<file path="config.mk">
export PLATFORM = sky130hd
export DESIGN_NAME = gray_decoder
export DESIGN_NICKNAME = d
export VERILOG_FILES = /design/src/rtl/gray_pkg.sv /design/src/rtl/gray2bin.sv /design/src/rtl/gray_decoder.sv
export SDC_FILE = /design/constraint.sdc
export NUM_CORES = 1
export LEC_CHECK = 0
export CORE_UTILIZATION = 50
export DETAILED_ROUTE_END_ITERATION = 16
export PLACE_DENSITY = 0.87
export SETUP_SLACK_MARGIN = 0.15
export SYNTH_ARGS = -nofsm -noshare
export SYNTH_HDL_FRONTEND = slang
export SYNTH_HIERARCHICAL = 1
export SYNTH_SLANG_ARGS = --single-unit
</file>
<file path="constraint.sdc">
create_clock -name Clk -period 3.4 [get_ports Clk]
set_input_delay 0.34 -clock Clk [delete_from_list [all_inputs] [get_ports Clk]]
set_output_delay 0.34 -clock Clk [all_outputs]
set_load 0.02 [all_outputs]
</file>
<file path="src/rtl/gray_pkg.sv">
// Shared definitions for the Gray decoder: FSM state encoding and a generic
// Gray-to-binary conversion function usable at any width up to GRAY_MAX_W.
package gray_pkg;

  localparam int GRAY_MAX_W = 32;

  localparam logic [1:0] ST_UNLOCKED = 2'd0;
  localparam logic [1:0] ST_LOCKED   = 2'd1;
  localparam logic [1:0] ST_FAULT    = 2'd2;

  typedef enum logic [1:0] {
    UNLOCKED = ST_UNLOCKED,
    LOCKED   = ST_LOCKED,
    FAULT    = ST_FAULT
  } state_t;

  // Zero-extended Gray input converts to a zero-extended binary result,
  // so narrower codes can be converted by casting in and out.
  function automatic logic [GRAY_MAX_W-1:0] gray2bin(input logic [GRAY_MAX_W-1:0] g);
    logic [GRAY_MAX_W-1:0] b;
    b[GRAY_MAX_W-1] = g[GRAY_MAX_W-1];
    for (int i = GRAY_MAX_W - 2; i >= 0; i--) begin
      b[i] = b[i+1] ^ g[i];
    end
    return b;
  endfunction

endpackage

</file>
<file path="src/rtl/gray2bin.sv">
// Parameterised combinational Gray-to-binary converter.
module gray2bin
  import gray_pkg::*;
#(
  parameter int WIDTH = 3
) (
  input  logic [WIDTH-1:0] gray,
  output logic [WIDTH-1:0] bin
);

  assign bin = WIDTH'(gray2bin(GRAY_MAX_W'(gray)));

endmodule

</file>
<file path="src/rtl/gray_decoder.sv">
// Gray-code receiver: converts samples to binary, tracks single steps,
// counts net position and flags wraps and illegal multi-bit jumps.
module gray_decoder
  import gray_pkg::*;
#(
  parameter int WIDTH = 3,
  parameter int POS_W = 8
) (
  input  logic             Clk,
  input  logic             Reset_n,
  input  logic             In_valid,
  input  logic [WIDTH-1:0] Gray_in,
  input  logic             Clear,
  output logic [WIDTH-1:0] Bin_out,
  output logic             Locked,
  output logic             Step_up,
  output logic             Step_down,
  output logic [POS_W-1:0] Position,
  output logic             Overflow,
  output logic             Underflow,
  output logic             Error
);

  state_t           state;
  logic [WIDTH-1:0] b_new;
  logic [WIDTH-1:0] diff;
  logic [POS_W-1:0] pos_base;

  gray2bin #(.WIDTH(WIDTH)) u_conv (
    .gray (Gray_in),
    .bin  (b_new)
  );

  assign diff = b_new - Bin_out;

  // Clear applies before a same-cycle sample, so steps count from zero.
  assign pos_base = Clear ? '0 : Position;

  // NOTE: sequential state uses non-blocking assignments only; later
  // assignments in the block deliberately override the Clear defaults.
  always_ff @(posedge Clk or negedge Reset_n) begin
    if (!Reset_n) begin
      state     <= UNLOCKED;
      Bin_out   <= '0;
      Locked    <= 1'b0;
      Step_up   <= 1'b0;
      Step_down <= 1'b0;
      Position  <= '0;
      Overflow  <= 1'b0;
      Underflow <= 1'b0;
      Error     <= 1'b0;
    end else begin
      Step_up   <= 1'b0;
      Step_down <= 1'b0;
      if (Clear) begin
        Position  <= '0;
        Overflow  <= 1'b0;
        Underflow <= 1'b0;
        Error     <= 1'b0;
      end
      if (In_valid) begin
        case (state)
          LOCKED: begin
            if (diff == WIDTH'(1)) begin
              Bin_out  <= b_new;
              Step_up  <= 1'b1;
              Position <= pos_base + POS_W'(1);
              if (Bin_out == '1) Overflow <= 1'b1;
            end else if (diff == '1) begin
              Bin_out   <= b_new;
              Step_down <= 1'b1;
              Position  <= pos_base - POS_W'(1);
              if (Bin_out == '0) Underflow <= 1'b1;
            end else if (diff != '0) begin
              Error  <= 1'b1;
              state  <= FAULT;
              Locked <= 1'b0;
            end
          end
          default: begin
            Bin_out <= b_new;
            state   <= LOCKED;
            Locked  <= 1'b1;
          end
        endcase
      end
    end
  end

endmodule

</file>
* Yosys cells after proc, flatten, opt, wreduce, memory -nomap -nowiden
Index checks and enable logic that the tools add are counted.
** Operators by class
- Equality and inequality tests :: 8
- Bitwise operators :: 2
- Mux-type cells :: 40
- Reduce and logical (&&, ||, !) cells :: 4
- Add/sub/neg operators :: 3
** Operator list (count)
- 8-bit two-way mux :: 5
- 1-bit two-way mux :: 28
- 3-bit two-way mux :: 3
- 8-bit by 1-bit adder with 8-bit output (second input constant) :: 1
- 2-bit two-way mux :: 4
- 8-bit by 1-bit subtractor with 8-bit output (second input constant) :: 1
- 3-bit == test (second input constant) :: 2
- 2-bit inequality test (second input constant) :: 3
- 4-bit AND reduction :: 1
- 3-bit by 1-bit == test with 1-bit output (second input constant) :: 1
- 3-bit zero test :: 1
- 3-bit inequality test (second input constant) :: 1
- 3-bit nonzero test :: 1
- 3-bit subtractor :: 1
- 2-bit by 1-bit == test with 1-bit output (second input constant) :: 1
- 2-bit AND reduction :: 1
- 1-bit bitwise XOR :: 2
** Storage, ports and cells
- Output and inout bits :: 17
- Input bits :: 7
- Logic and storage cells :: 66
- Register bits :: 19

* Logic depth before layout (Yosys ltp)
- Word-level depth :: 9
- Mapped depth :: 10
- Mapped depth without buffers :: 9

* Modules after synthesis
Netlist, hierarchy kept.
** By module, submodules not included
- gray_decoder :: seq. area each 450.4 µm², instances 1, area an instance 1113.6 µm², cells an instance 112
- gray2bin :: seq. area each 0.0 µm², instances 1, area an instance 40.0 µm², cells an instance 3

* Worst setup path after synthesis
Ideal clock, no wire load.
- Kind :: input to register
- Start point :: input port Gray_in[1]
- End point :: register Bin_out[2]
- Data required time :: 3.275 ns
- Arrival time :: 2.410 ns
- Buffers on the path :: 0
- Cell stages on the path :: 8
- Setup slack :: 0.865 ns
- Path through :: xor3_1 > inv_1 > ha_1 > fa_1 > xor3_1 > nor3_2 > o41ai_2 > mux2_2
** Between the ends
- Longest elaborated chain between the ends :: 6
** RTL lines
- start: declaration :: RTL line gray_decoder.sv:12 : input logic [WIDTH-1:0] Gray_in,
- 1-bit bitwise XOR (*) :: RTL line gray_pkg.sv:23 : b[i] = b[i+1] ^ g[i];
- 1-bit bitwise XOR :: RTL line gray_pkg.sv:23
- 3-bit subtractor (*) :: RTL line gray_decoder.sv:34 : assign diff = b_new - Bin_out;
- 3-bit by 1-bit == test with 1-bit output / 3-bit == test (equally long branches) :: RTL line gray_decoder.sv:64, gray_decoder.sv:69
- 3-bit inequality test (no line) / 3-bit two-way mux (equally long branches)
- 2-bit AND reduction (no line) / 3-bit two-way mux (equally long branches)
- end signal: assignment :: RTL line gray_decoder.sv:65 : Bin_out <= b_new;
- end signal: assignment :: RTL line gray_decoder.sv:70 : Bin_out <= b_new;
- end signal: assignment :: RTL line gray_decoder.sv:81 : Bin_out <= b_new;
- end: declaration :: RTL line gray_decoder.sv:14 : output logic [WIDTH-1:0] Bin_out,
Mark *: on every way between the ends. The rest lies on a longest branch, timed or not.
A chain may end at the register's enable or synchronous reset.

* Final worst setup path
- Start point :: input port Gray_in[2]
- End point :: register Bin_out[2]
** Between the ends
- Longest elaborated chain between the ends :: 6
** RTL lines
- 1-bit bitwise XOR (*) (2 in a row) :: RTL line gray_pkg.sv:23
- named net b_new[0] :: RTL line gray_decoder.sv:25 : logic [WIDTH-1:0] b_new;
- 3-bit subtractor (*) :: RTL line gray_decoder.sv:34
- 3-bit by 1-bit == test with 1-bit output / 3-bit == test (equally long branches) :: RTL line gray_decoder.sv:64, gray_decoder.sv:69
- 3-bit inequality test (no line) / 3-bit two-way mux (equally long branches)
- 2-bit AND reduction (no line) / 3-bit two-way mux (equally long branches)
Mark *: on every way through the listed nets, which the timed path passes. The rest lies on a longest branch. The select of a mux whose other input is x is not followed.

==> parameters.txt <==
Parameter                              Value

Drt
  Total number of vias ... 938
  Number of nets still failing antenna checks after routing ... 0
  TritonRoute pass-1 iters ... 4
  Initial detailed-routing violation count ... 20
  DR DRC count ... 0
  Final wirelength ... 2350 um
  WL per Instance ... 14.2 um
  Via density per instance ... 5.65

Placed design
  Port Buffers ... 23
  Final Wtd Congestion ... 0.903
  Placed standard-cell area ... 0.00139 mm^2
  Post-detailed-placement half-perimeter wirelength ... 1740 um
  Place WS ... 0.114 ns

CTS
  Buffer count from post-CTS setup fixing ... 0
  Total CTS buffers ... 3
  Clock tree from TritonCTS ... yes
  CTS hold repair buffers ... 0
  Clock latency at the later pin of the worst-skew pair ... 0.30 ns
  Clk pin slew, worst setup/hold paths ... 0.10 ns
  Number of buffers on the longest clock path ... 2
  Buffer cell driving the clock tree root ... clkbuf_4
  Clock sinks ... 18
  Resized Gates After CTS ... 0
  Htree depth ... 1

Hold path
  Worst min-delay path class ... in -> async

Global routing
  Global-route wire length before repair ... 4220 um
  Initial antenna violation count ... 0
  Total grt overflow ... 0
  Pin count of the biggest net entering global routing ... 19
  Overall routing resource usage ... 22.6%
  Vias in the first global route ... 921

Finish
  Final antenna diode count ... 0
  Proportion of layout cells with a drive suffix above 1 ... 8.70%
  Net count reported at finish ... 150
  Final instance area ... 0.00142 mm^2
  Area overhead of the layout relative to synthesis ... 23.2%

Timing
  Tmin final ... 2.97 ns
  Relative slew slack ... 44.9%
  Setup repair after global routing missed its margin ... false
  Maximum operating frequency ... 0.337 GHz
  Clock skew after layout ... 0.00327 ns
  Worst hold margin ... 0.505 ns
  Total negative setup slack ... 0 ns
  Actual slew at the worst max-slew pin ... 0.824 ns
  Setup violators final ... 0
  Number of hold violations in the final report ... 0
  Final count of pins violating max slew ... 0
  Part of the cycle the worst path needs ... 87.4%
  Crit path setup slack, layout ... 0.429 ns

Worst setup path
  Data arrival time of the critical path ... 3.16 ns
  Worst path required time ... 3.59 ns
  Startpoint type of the worst setup path ... primary input
  FF-to-FF Start ... Bin_out[0]$_DFFE_PN0P_
  Startpoint-to-endpoint class of the critical path ... in -> reg
  Origin of the worst setup path ... Gray_in[2]
  Critical path fanouts, max ... 6
  Register-to-Register Path Depth ... 6
  Critical path endpoint category ... flop

Yosys
  Share of synthesized area occupied by flip-flops and latches ... 39.0%
  Number of synthesized flops with an enable pin ... 0
  Number of warnings reported in the yosys synthesis log ... 6
  Mapped Cells ... 115
  Prevailing post-synth register cell ... dfrtp_1
  Flip-flop and latch count after synthesis ... 18
  Post-synth net total ... 126
  Netlist area before placement ... 0.00115 mm^2
  Post-synthesis average cell area ... 10.0 um^2
  Count of different cell masters after synthesis ... 40
  Fraction of registers with async set or reset after synthesis ... 100%

Pwr
  Total Power Consumption ... 1.19 mW
  Power Dens Cells ... 838 mW/mm^2
  Worst-case vdd ir drop ... 0.497 mV
  Static leakage ... 0.617 nW

Flow run
  Maximum capacitance violations ... 0

Die
  Number of placed I/O pins ... 24
  Die Width ... 50.0 um
  Number of core rows ... 17
  Die ar. ... 0.00250 mm^2
  Overall die height ... 50.0 um
  Initial Util ... 52.7%
  Placeable core area ... 0.00219 mm^2

Run status
  Result of the run ... finished, final reports clean
## Yosys cell counts (all sizes together) (2+ instances only)
cell type	n	area share, %
nor2	8	3.3
ha	3	3.3
or3	2	1.1
o21a	2	1.3
inv	10	3.3
nor3	6	3.0
a21oi	5	2.8
nand2b	6	3.3
o211ai	2	1.3
nand2	6	2.0
xnor2	5	3.8
o22a	2	2.3
nand4	2	1.1
o21ai	9	3.9
nand3	3	1.3
buf	4	2.9
nand4b	2	1.5
dfrtp	18	39
xor3	2	4.1
nor4	3	1.6
## critical path, cell delays in order
cell and delay, ns:
clkdlybuf4s50_1 0.58, xor3_1 0.25, inv_1 0.05, ha_1 0.19, fa_1 0.42, xor3_1 0.28
nor3_2 0.11, o41ai_2 0.54, mux2_2 0.40
## power breakdown
group          internal (mW)  switching [mW]
clock                 0.0654          0.0678
sequential             0.285          0.0906
combinational          0.317           0.365
## sequential cells by signal, indices dropped and copies added (netlist names)
signal	count
Position	8
Bin_out	3
state	2
Error	1
Overflow	1
Step_down	1
Step_up	1
Underflow	1
## cells in the final DEF, fill, tap and decap left out, drive strengths merged, types with 4 or more instances in the layout
cell,n
clkdlybuf4s50,23
dfrtp,18
inv,10
o21ai,9
nor2,8
nand2b,6
nand2,6
nor3,6
xnor2,5
a21oi,5
clkbuf,4
## stage by stage
step,util (%),instances
6_report,64.9,166
5_1_grt,64.9,166
4_1_cts,64.9,166
3_5_place_dp,63.2,162
3_3_place_gp,63.2,162
2_1_floorplan,-,115
## layer usage
metal / GRT usage, % / wire length, um / up-vias / share of wire, %
met5: 0 / 0 / - / 0
met4: 7.62 / 33 / 0 / 1.4
met3: 6.48 / 148 / 4 / 6.3
met2: 36.7 / 1130 / 40 / 48
met1: 28.4 / 1040 / 444 / 44
li1: - / - / 450 / -
## layout make-up
type	instances	area (um^2)
clock buffer	4	36.3
tap	28	35.0
sequential	18	450
multi-input combinational	83	632
inverter	10	37.5
fill	179	769
timing repair buffer	23	230
## path summary, 6_finish.rpt
kind | to | slack [ns]
worst max-delay path | Bin_out[2]$_DFFE_PN0P_ | 0.43
worst min-delay path | state[0]$_DFFE_PN0P_ | 0.51
worst max register to register | Bin_out[2]$_DFFE_PN0P_ | 0.86
worst min register to register | Underflow$_DFF_PN0_ | 0.53
max in group asynchronous | Underflow$_DFF_PN0_ | 2.38
min in group Clk | Underflow$_DFF_PN0_ | 0.53
## kinds of logic (layout without fill, tap and decap cells)
kind of cell | Yosys count | after routing | synth area share, %
simple gates | 44 | 44 | 22.0
compound gates | 24 | 24 | 15.3
flops | 18 | 18 | 39.0
buf+inv | 14 | 37 | 6.18
xor+xnor | 9 | 9 | 10.6
fa+ha+maj | 4 | 4 | 4.99
mux | 2 | 2 | 1.84
Note: power is estimated with default switching activity, not from simulation.
